<file path="src/rtl/demux_l1_pkg.sv">
// Shared definitions for the layer-1 mux/demux pair: lane widths, slot encoding
// and the zero-if-invalid mask helper.
package demux_l1_pkg;

    localparam int unsigned DATA_W_DEF = 8;
    localparam int unsigned CNT_W_DEF  = 8;

    typedef enum logic {
        SLOT0 = 1'b0,
        SLOT1 = 1'b1
    } slot_t;

    // 1 keeps the captured byte, 0 forces it to zero
    function automatic logic keep_data(input logic valid, input logic zero_invalid);
        return valid | ~zero_invalid;
    endfunction

endpackage

</file>
<file path="src/rtl/lane_deser_1to2.sv">
// Splits one time-multiplexed byte lane into its two channels, using the
// phase supplied by the top so both lanes stay frame-aligned.
module lane_deser_1to2
    import demux_l1_pkg::*;
#(
    parameter int unsigned DATA_W       = DATA_W_DEF,
    parameter bit          ZERO_INVALID = 1'b1
) (
    input  logic              clk_2f,
    input  logic              reset_L,
    input  slot_t             phase,
    input  logic [DATA_W-1:0] lane_data,
    input  logic              lane_valid,
    output logic [DATA_W-1:0] data_a,
    output logic              valid_a,
    output logic [DATA_W-1:0] data_b,
    output logic              valid_b,
    output logic              any_valid_c
);

    logic [DATA_W-1:0] hold_data;
    logic              hold_valid;

    // Valid state of the frame being completed on this edge
    assign any_valid_c = hold_valid | lane_valid;

    always_ff @(posedge clk_2f) begin
        if (!reset_L) begin
            hold_data  <= '0;
            hold_valid <= 1'b0;
            data_a     <= '0;
            valid_a    <= 1'b0;
            data_b     <= '0;
            valid_b    <= 1'b0;
        end else if (phase == SLOT0) begin
            hold_data  <= lane_data;
            hold_valid <= lane_valid;
        end else begin
            data_a  <= hold_data & {DATA_W{keep_data(hold_valid, ZERO_INVALID)}};
            valid_a <= hold_valid;
            data_b  <= lane_data & {DATA_W{keep_data(lane_valid, ZERO_INVALID)}};
            valid_b <= lane_valid;
        end
    end

endmodule

</file>
<file path="src/rtl/demux_l1.sv">
// Layer-1 demultiplexer: rebuilds four byte channels from two 2-slot lanes,
// with a frame strobe and a count of frames carrying any valid channel.
module demux_l1
    import demux_l1_pkg::*;
#(
    parameter int unsigned DATA_W       = DATA_W_DEF,
    parameter bit          ZERO_INVALID = 1'b1,
    parameter int unsigned CNT_W        = CNT_W_DEF
) (
    input  logic              clk_2f,
    input  logic              reset_L,
    input  logic [DATA_W-1:0] data_00,
    input  logic              valid_00,
    input  logic [DATA_W-1:0] data_11,
    input  logic              valid_11,
    output logic [DATA_W-1:0] data_0,
    output logic [DATA_W-1:0] data_1,
    output logic [DATA_W-1:0] data_2,
    output logic [DATA_W-1:0] data_3,
    output logic              valid_0,
    output logic              valid_1,
    output logic              valid_2,
    output logic              valid_3,
    output logic              frame_stb,
    output logic [CNT_W-1:0]  frame_cnt
);

    slot_t phase;
    logic  any_00_c;
    logic  any_11_c;

    lane_deser_1to2 #(
        .DATA_W       (DATA_W),
        .ZERO_INVALID (ZERO_INVALID)
    ) u_lane_00 (
        .clk_2f      (clk_2f),
        .reset_L     (reset_L),
        .phase       (phase),
        .lane_data   (data_00),
        .lane_valid  (valid_00),
        .data_a      (data_0),
        .valid_a     (valid_0),
        .data_b      (data_1),
        .valid_b     (valid_1),
        .any_valid_c (any_00_c)
    );

    lane_deser_1to2 #(
        .DATA_W       (DATA_W),
        .ZERO_INVALID (ZERO_INVALID)
    ) u_lane_11 (
        .clk_2f      (clk_2f),
        .reset_L     (reset_L),
        .phase       (phase),
        .lane_data   (data_11),
        .lane_valid  (valid_11),
        .data_a      (data_2),
        .valid_a     (valid_2),
        .data_b      (data_3),
        .valid_b     (valid_3),
        .any_valid_c (any_11_c)
    );

    // Slot phase, frame strobe and frame counter; alignment comes from reset only
    always_ff @(posedge clk_2f) begin
        if (!reset_L) begin
            phase     <= SLOT0;
            frame_stb <= 1'b0;
            frame_cnt <= '0;
        end else if (phase == SLOT0) begin
            phase     <= SLOT1;
            frame_stb <= 1'b0;
        end else begin
            phase     <= SLOT0;
            frame_stb <= 1'b1;
            if (any_00_c | any_11_c) begin
                frame_cnt <= frame_cnt + CNT_W'(1);
            end
        end
    end

endmodule

</file>
<file path="config.mk">
export PLATFORM = sky130hd
export DESIGN_NAME = demux_l1
export DESIGN_NICKNAME = d
export VERILOG_FILES = /design/src/rtl/demux_l1_pkg.sv /design/src/rtl/lane_deser_1to2.sv /design/src/rtl/demux_l1.sv
export SDC_FILE = /design/constraint.sdc
export NUM_CORES = 1
export LEC_CHECK = 0
export BUFFER_PORTS_ARGS = -buffer_cell sky130_fd_sc_hd__buf_2
export CAP_MARGIN = 20
export CORE_MARGIN = 4
export CORE_UTILIZATION = 55
export DETAILED_ROUTE_END_ITERATION = 10
export GPL_ROUTABILITY_DRIVEN = 0
export PLACE_DENSITY_LB_ADDON = 0.2
export SETUP_SLACK_MARGIN = 0.2
export SYNTH_ARGS = -nofsm -noshare
export SYNTH_HDL_FRONTEND = slang
export SYNTH_SLANG_ARGS = --single-unit
</file>
<file path="constraint.sdc">
create_clock -name clk_2f -period 2.7 [get_ports clk_2f]
set_clock_uncertainty 0.2 [all_clocks]
set_input_delay 0.81 -clock clk_2f [delete_from_list [all_inputs] [get_ports clk_2f]]
set_output_delay 0.81 -clock clk_2f [all_outputs]
set_load 0.01 [all_outputs]
</file>
==> results of run 1 <==
## metrics by stage
step / power (mW) / setup slack, ps / hold slack (ps) / area, um^2 / util, %
after floorplan: 1.13 / 835 / 261 / 2310 / -
after global placement: 1.18 / 502 / 237 / 2620 / 65.1
after detailed placement: 1.18 / 474 / 250 / 2620 / 65.1
after CTS: 2.08 / 696 / 260 / 2840 / 70.6
after global routing: 2.15 / 643 / 282 / 2840 / 70.6
final: 2.07 / 720 / 258 / 2840 / 70.6
## kinds of logic after synthesis
| logic type | Yosys count | synth area share, % |
|---|---|---|
| simple gates | 93 | 17.4 |
| flops | 64 | 55.4 |
| compound gates | 46 | 12.8 |
| buf+inv | 23 | 4.82 |
| mux | 20 | 8.66 |
| xor+xnor | 1 | 0.379 |
| fa+ha+maj | 1 | 0.541 |
## metal layers
layer,vias up,wire (um),GRT usage (%)
li1,963,-,-
met1,851,2070,24.2
met2,73,2090,27.4
met3,8,394,6.61
met4,0,99,10.9
met5,-,0,0
## report_power, final
part | switching (mW) | leakage, nW | internal (mW) | total, mW
clock | 0.341 | 0.112 | 0.564 | 0.905
combinational | 0.0866 | 0.616 | 0.0620 | 0.149
sequential | 0.0304 | 0.523 | 0.981 | 1.01
total | 0.458 | 1.25 | 1.61 | 2.07
## how the worst max path moves through the flow
stage            startpoint           end  slack [ps]  depth (start not counted)
2_1_floorplan      valid_00  frame_cnt[1]         830                          4
3_5_place_dp       valid_00  frame_cnt[1]         470                          4
5_1_grt        frame_cnt[0]  frame_cnt[0]         640                          1
3_3_place_gp       valid_00  frame_cnt[1]         500                          4
6_report       frame_cnt[0]  frame_cnt[0]         720                          1
4_1_cts        frame_cnt[0]  frame_cnt[0]         700                          1
## state kept, by name, summed over array words and instances (netlist names), 8 cells and up
| name | cells |
|---|---|
| u_lane_00.hold_data | 8 |
| frame_cnt | 8 |
| u_lane_11.data_b | 8 |
| u_lane_00.data_b | 8 |
| u_lane_11.hold_data | 8 |
| u_lane_11.data_a | 8 |
| u_lane_00.data_a | 8 |
## layout make-up
cell class,instances,area share (%)
sequential,64,45.1
timing repair buffer,67,12.1
clock inverter,3,2.29
inverter,4,0.528
multi-input combinational,161,32.4
tap,50,2.20
clock buffer,12,5.46
## layout by cell type (no fill, tap or decap), types with 2 or more instances in the layout
cell / n
sky130_fd_sc_hd__buf_2: 64
sky130_fd_sc_hd__dfxtp_1: 63
sky130_fd_sc_hd__nor2_1: 40
sky130_fd_sc_hd__a21oi_1: 25
sky130_fd_sc_hd__nand2_1: 23
sky130_fd_sc_hd__mux2i_1: 20
sky130_fd_sc_hd__nand3_1: 18
sky130_fd_sc_hd__a22oi_1: 16
sky130_fd_sc_hd__clkbuf_8: 11
sky130_fd_sc_hd__or3_1: 3
sky130_fd_sc_hd__buf_4: 3
sky130_fd_sc_hd__inv_2: 2
sky130_fd_sc_hd__and2_1: 2
sky130_fd_sc_hd__inv_1: 2
sky130_fd_sc_hd__nand4_1: 2
sky130_fd_sc_hd__nand2b_1: 2
sky130_fd_sc_hd__nor4_1: 2
sky130_fd_sc_hd__o21ai_0: 2
sky130_fd_sc_hd__bufinv_16: 2
==> results by stage, run 1 <==
Logic synthesis:
- The synthesized netlist occupies a cell area of between 0.002 and 0.0025 mm^2.
- In the post-synthesis netlist, the cell with the most instances is sky130_fd_sc_hd__dfxtp_1.
- The number of enable flip-flop cells after synthesis is 0.
- Synthesis produced a netlist with a net count of 269.
- Of the synthesized area, sequential elements account for approximately 55%.
- The number of flip-flops and latches in the synthesized netlist is 64.
- In the synthesized netlist, the cells that appear most often are sky130_fd_sc_hd__dfxtp_1, sky130_fd_sc_hd__nor2_1, sky130_fd_sc_hd__a21oi_1.
- The most area-hungry cell type in the Yosys netlist is sky130_fd_sc_hd__dfxtp_1.
- The async set-or-reset flop fraction in the synthesized netlist is 0%.
- The Yosys step of the flow raised 0 warnings.
- The prevailing post-synth register cell is sky130_fd_sc_hd__dfxtp_1.
- The cell count after synthesis came out at 248.
- The number of library cell types mapped by synthesis is 26.
- A synthesized cell averages a little over 9 um^2.
- Ranked by total cell area, the synthesized netlist is headed by sky130_fd_sc_hd__dfxtp_1, sky130_fd_sc_hd__mux2i_1, sky130_fd_sc_hd__nor2_1.
- The area fraction of the dominant cell type after synthesis is 55.4%.

Clock network:
- The maximum level of the CTS H-tree is 3.
- The clock insertion delay at the later pin of the skew report is around 330 ps.
- The CTS clock-pin slew for the worst setup and hold paths is 70 ps.
- The number of buffers on the longest clock path is 2.
- The count of cells resized by post-cts repair is 0.
- TritonCTS built the clock tree.
- Hold repair after CTS inserted 0 buffers.
- The count of clock tree sinks is 64.
- The post-CTS setup repair buffer count is 0.
- The cell chosen for the clock root is sky130_fd_sc_hd__clkbuf_8.
- The number of clock buffers inserted by TritonCTS is 9.

Drt:
- The detailed-route wire length is about 4.7 mm.
- The number of routed nets with antenna violations is 0.
- The routed length per instance is 12.9 um.
- The detailed router finished its first iteration with approximately 120 violations.
- The vias per cell is 5.25.
- The DRC violations left is 0.
- The first TritonRoute pass finished after 4 iterations.
- The routed layout has approximately 1900 vias.

Timing:
- Summed over all failing endpoints, the final setup total negative slack is 0 ps.
- The hold violation count in the final report is 0.
- The maximum frequency from static timing analysis is 505 MHz.
- At the pin with the least slew margin, the transition time is 679 ps.
- The number of pins exceeding their max-slew limit in the final report came to 0.
- Setup violations remaining at the end of the flow were counted as 0.
- The clock period could shrink to 1980 ps.
- Setup repair after global routing left no endpoint under its margin.
- The worst pin sits at a relative slew slack of 54.6%.
- The final period utilization is 73.3%.

Worst setup path:
- The largest fanout on the critical path is 6.
- Counting both buffers and inverters, the worst setup path holds a total of 1.
- Data arrives at the worst endpoint at ~970 ps.
- The startpoint of the most critical register-to-register path is phase.
- The number of cells on the worst reg-to-reg path is 3.
- The nature of the critical path endpoint is an output port.
- For the worst setup path, the data required time is between 1500 and 2000 ps.
- The largest stage delay on the critical path is 460 ps.
- The setup check on the worst reg-to-reg path leaves a slack of about 940 ps.
- The worst-path cell with the longest stage delay is sky130_fd_sc_hd__dfxtp_1.
- The category of the worst setup path launch point is a register.
- Walking the worst path, the cells encountered are buf_2.
- The classification of the worst setup path is reg2out.
- The capturing point of the worst reg2reg path is frame_cnt[6].
- The top cell family by delay on the critical path is flip-flops.

Die:
- The floorplan has 23 rows.
- The die area is about 0.0053 mm^2.
- The standard cell core area is 0.00403 mm^2.
- In this run the vertical extent of the chip is 72.8 um.
- Pin placement for this block handled 65 I/O pins.
- Measured along the x axis, the die boundary spans roughly 73 um.
- The initial utilization of the core area, before any placement, comes to 57.4%.

GRT:
- Entering global routing, the biggest net connects 39 pins.
- The initial antenna violation count is 0.
- Across every metal layer, demand over resource in global routing totals a little under a fifth.
- The total global routing overflow is 0.
- The wire length of the first global-routing pass is between 7 and 8 mm.
- The number of global-route vias before repair is between 1500 and 2000.

Min path:
- The worst hold path terminates at u_lane_11.data_a[2].
- In this run the most critical hold path is launched from u_lane_11.data_a[2].
- In this run the worst hold path is classified as reg2reg.
- The number of instances on the worst hold path is 2.

Finish:
- The multi-input combinational cells in the finished layout cover a total of approximately 900 um^2.
- The number of fill cells in the layout is 341.
- The fraction of layout cells with a size suffix above 1 is between 20 and 30%.
- The register cell area after layout is approximately 0.0013 mm^2.
- The layout-stage area growth over the synthesis result is 22.9%.
- The final antenna diode count is 0.
- The final non-filler cell total is ~360.
- The net count of the finished layout is between 300 and 400.

Placed design:
- The number of buffer cells added on primary ports is 64.
- The number of placed cells counting well taps is around 350.
- The wire-length estimate of the detail-placed layout is 3.04 mm.

Job:
- The number of max-cap violations is 0.

Power and ir drop:
- The static leakage power is 1.25 nW.
- Across the VDD grid, the largest voltage drop is between 0.4 and 0.5 mV.
- The power density relative to cell area is 726 mW/mm^2.

Outcome:
- The run finished with clean final reports.
Note: power is estimated with default switching activity, not from simulation.
==> run 2, diff against run 1 <==
--- a/config.mk
+++ b/config.mk
@@ -8,7 +8,7 @@
 export BUFFER_PORTS_ARGS = -buffer_cell sky130_fd_sc_hd__buf_2
 export CAP_MARGIN = 20
 export CORE_MARGIN = 4
-export CORE_UTILIZATION = 55
+export CORE_UTILIZATION = 46
 export DETAILED_ROUTE_END_ITERATION = 10
 export GPL_ROUTABILITY_DRIVEN = 0
 export PLACE_DENSITY_LB_ADDON = 0.2
==> constraint.sdc (replaced) <==
create_clock -name clk_2f -period 1.8 [get_ports clk_2f]
set_clock_uncertainty 0.2 [all_clocks]
set_input_delay 0.54 -clock clk_2f [delete_from_list [all_inputs] [get_ports clk_2f]]
set_output_delay 0.54 -clock clk_2f [all_outputs]
set_load 0.01 [all_outputs]
==> run 2 against run 1 <==
- clock power up 26%
- routed wire length is 14% higher
- register-to-register slack worse by 740 ps
- global-route usage decreased by 1.1 points
- largest power group unchanged
- sequential power increased by 49%
- utilization decreased by 7.1 points
- clock-buffer cell count shrank 2
- via count is 3.3% higher
- power grew 42%
- die area grew 17%
==> results by stage, run 2 (same netlist as run 1, synthesis figures left out) <==
Outcome:
- The run finished with clean final reports.

Job:
- The number of max-cap violations was 0 (unchanged).

Clock network:
- The number of buffers on the longest clock path is 2 (unchanged).
- The CTS tree is done.
- The count of clock tree sinks is 64 (unchanged).
- The clock insertion delay at the later pin of the skew report is 330 ps (about the same).
- The maximum level of the CTS H-tree is 3 (unchanged).
- The cell chosen for the clock root is sky130_fd_sc_hd__clkbuf_8.
- The CTS clock-pin slew for the worst setup and hold paths was 60 ps (about the same).
- The number of clock buffers inserted by TritonCTS is 9 (unchanged).

Timing:
- The maximum frequency from static timing analysis is just over 600 MHz.
- The worst path setup slack after routing came to 186 ps (-534 ps).
- The total negative slack came to 0 ps (unchanged).
- The worst max-slew margin expressed relative to the limit is 73.4% (+19 points).
- The number of pins exceeding their max-slew limit in the final report is 0 (unchanged).
- The final-layout worst hold slack is 252 ps (-5.90 ps).
- The hold violation count in the final report is 0 (unchanged).
- The total setup violations reported at the end of the flow is 0 (unchanged).
- Setup repair after global routing could not meet its margin everywhere.
- The worst path in the final design needs a cycle of 1610 ps, including I/O delays and setup.
- The worst-margin pin slew was 399 ps (-280 ps).
- The final period utilization is 89.7%.

Power and ir drop:
- The internal power contribution is 2.22 mW (+38%).
- The clock share of power was 38.9% (-4.9 points).
- The power spent charging and discharging nets is 0.712 mW (+55%).
- The logic gate share of total power was 10.0% (+2.8 points).
- The register share of total power is 51.1% (+2.1 points).
- The fraction of power spent switching nets is 24.3% (+2.2 points).
- The power density relative to cell area is 964 mW/mm^2 (+33%).
- The worst ir drop on vdd was 0.580 mV (+37%).
- The static leakage power is 1.32 nW (+5.6%).

Placed design:
- The number of buffer cells added on primary ports is 64 (unchanged).
- The HPWL after detailed placement was 3.29 mm (+8.2%).
- The post-place setup slack came to 6.35 ps (-467 ps).

Worst setup path:
- The arrival time at the worst endpoint is 870 ps (-100 ps).
- Among the stages of the critical path, the cell type that occurs most often is sky130_fd_sc_hd__buf_6.
- The startpoint of the most critical register-to-register path is frame_cnt[0].
- The worst-case register-to-register setup slack is 200 ps (-740 ps).
- The number of cells on the worst reg-to-reg path is 5 (+2).
- The largest stage delay on the critical path is 330 ps (-130 ps).
- The capturing instance or port of the critical path is frame_cnt[0].
- The nature of the critical path endpoint is an output port.
- The largest fanout on the critical path was 2 (-4).
- In this run the critical register-to-register path is captured at frame_cnt[6].
- The worst setup path is launched from a register.
- The required time at the worst-slack endpoint is 1060 ps (-630 ps).
- By startpoint and endpoint, the worst setup path is classified as reg2out.
- Tracing the worst setup path back leads to its startpoint at frame_cnt[0].
- The critical path goes through buf_6 > buf_6.
- The worst-path cell with the longest stage delay is sky130_fd_sc_hd__dfxtp_2.

Die:
- The standard cell core area is 0.00479 mm^2 (+19%).
- The width of the chip is 78.9 um (+8.3%).
- The die area is 0.00623 mm^2 (+17%).
- The height of the chip is 78.9 um (+8.3%).
- The effective utilization at floorplan is 48.3% (-9.1 points).
- The total I/O pin count is 65 (unchanged).
- The placement row count was 25 (+8.7%).

Drt:
- The number of vias after detailed routing is 1958 (+3.3%).
- The vias per cell is 5.01 (-4.6%).
- The number of routed nets with antenna violations came to 0 (unchanged).
- The routed length per instance is 13.5 um (+4.9%).
- The detailed-route wire length is 5.29 mm (+14%).
- The DRC violations left came to 0 (unchanged).
- The detailed router's first-iteration violation count was 103 (-17%).
- The total iterations of the first detailed-routing run is 4 (unchanged).

GRT:
- The maximum number of pins on one net before global-route repair is 35 (-10%).
- The total global routing overflow came to 0 (unchanged).
- The combined global-route utilization of all metal layers came to 17.7% (-1.1 points).
- The number of global-route vias before repair is 1804 (+8.2%).
- The initial antenna violation count is 0 (unchanged).
- The wire length of the first global-routing pass is 8.52 mm (+11%).

Finish:
- The fraction of layout cells with a size suffix above 1 is 35.2% (+7.9 points).
- The leading cell type in the layout, fill and taps excluded is sky130_fd_sc_hd__buf_2.
- The final antenna diode count came to 0 (unchanged).
- The layout-stage area growth over the synthesis result is 31.3%.
- The library cells used most frequently in the layout, excluding fill and tap cells, are sky130_fd_sc_hd__buf_2, sky130_fd_sc_hd__dfxtp_1, sky130_fd_sc_hd__nor2_1, sky130_fd_sc_hd__a21oi_1, sky130_fd_sc_hd__nand2_1.
- The layout net count was 342 (+4.3%).

Min path:
- The path class of the tightest hold or removal check is in2reg.
[run 2: layer usage]
metal	GRT usage [%]	part of all wire, %	up-vias
met1	21.9	47	908
met3	6.58	6.7	7
met5	0	0	-
met4	8.93	1.4	0
li1	-	-	993
met2	27.0	45	50
[run 2: per-stage QoR]
step	util, %	std cells	power [mW]	cell area [um^2]
after global placement	57.0	371	1.80	2730
after CTS	61.5	387	2.96	2940
after global routing	63.4	391	3.08	3040
after detailed placement	57.0	371	1.80	2730
final	63.4	391	2.93	3040
after floorplan	-	248	1.70	2310
[run 2: worst min path at each step]
stage                                 startpoint                     end  slack, ps  cells after the start
after CTS                             data_00[1]  u_lane_00.hold_data[1]        230                      3
after global placement       u_lane_11.data_b[4]     u_lane_11.data_b[4]        240                      2
after floorplan           u_lane_11.hold_data[4]     u_lane_11.data_a[4]        260                      2
after detailed placement     u_lane_11.data_b[3]     u_lane_11.data_b[3]        250                      2
after global routing                  data_00[0]  u_lane_00.hold_data[0]        240                      3
final                                 data_00[3]  u_lane_00.hold_data[3]        250                      3
[run 2: final cells by class]
cell class                 instances  area (um^2)
sequential                        64         1310
timing repair buffer              81          518
tap                               67         83.8
clock inverter                     4         47.5
fill                             418         1750
inverter                           4         15.0
clock buffer                      10          128
multi-input combinational        161          931
[run 2: timing repair]
item / 4_1_cts / 5_1_grt
setup endpoints to repair: 7 / 20
hold buffers: 0 / 0
endpoints found under the hold margin: 0 / 0
pin swaps: 0 / 1
resized for setup: 11 / 20
setup buffers: 2 / 4
[run 2: worst max-delay path: cells and delay by family (launching register included)]
| kind | cells | cell delay (ps) |
|---|---|---|
| DFF | 1 | 330 |
| buffers and inverters | 2 | 220 |
[run 2: power by group through the flow]
stage	registers, mW	clock network [mW]	logic (mW)
2_1_floorplan	1.54	0	0.155
3_3_place_gp	1.53	0	0.268
3_5_place_dp	1.53	0	0.271
4_1_cts	1.50	1.17	0.284
5_1_grt	1.50	1.26	0.324
6_report	1.50	1.14	0.293
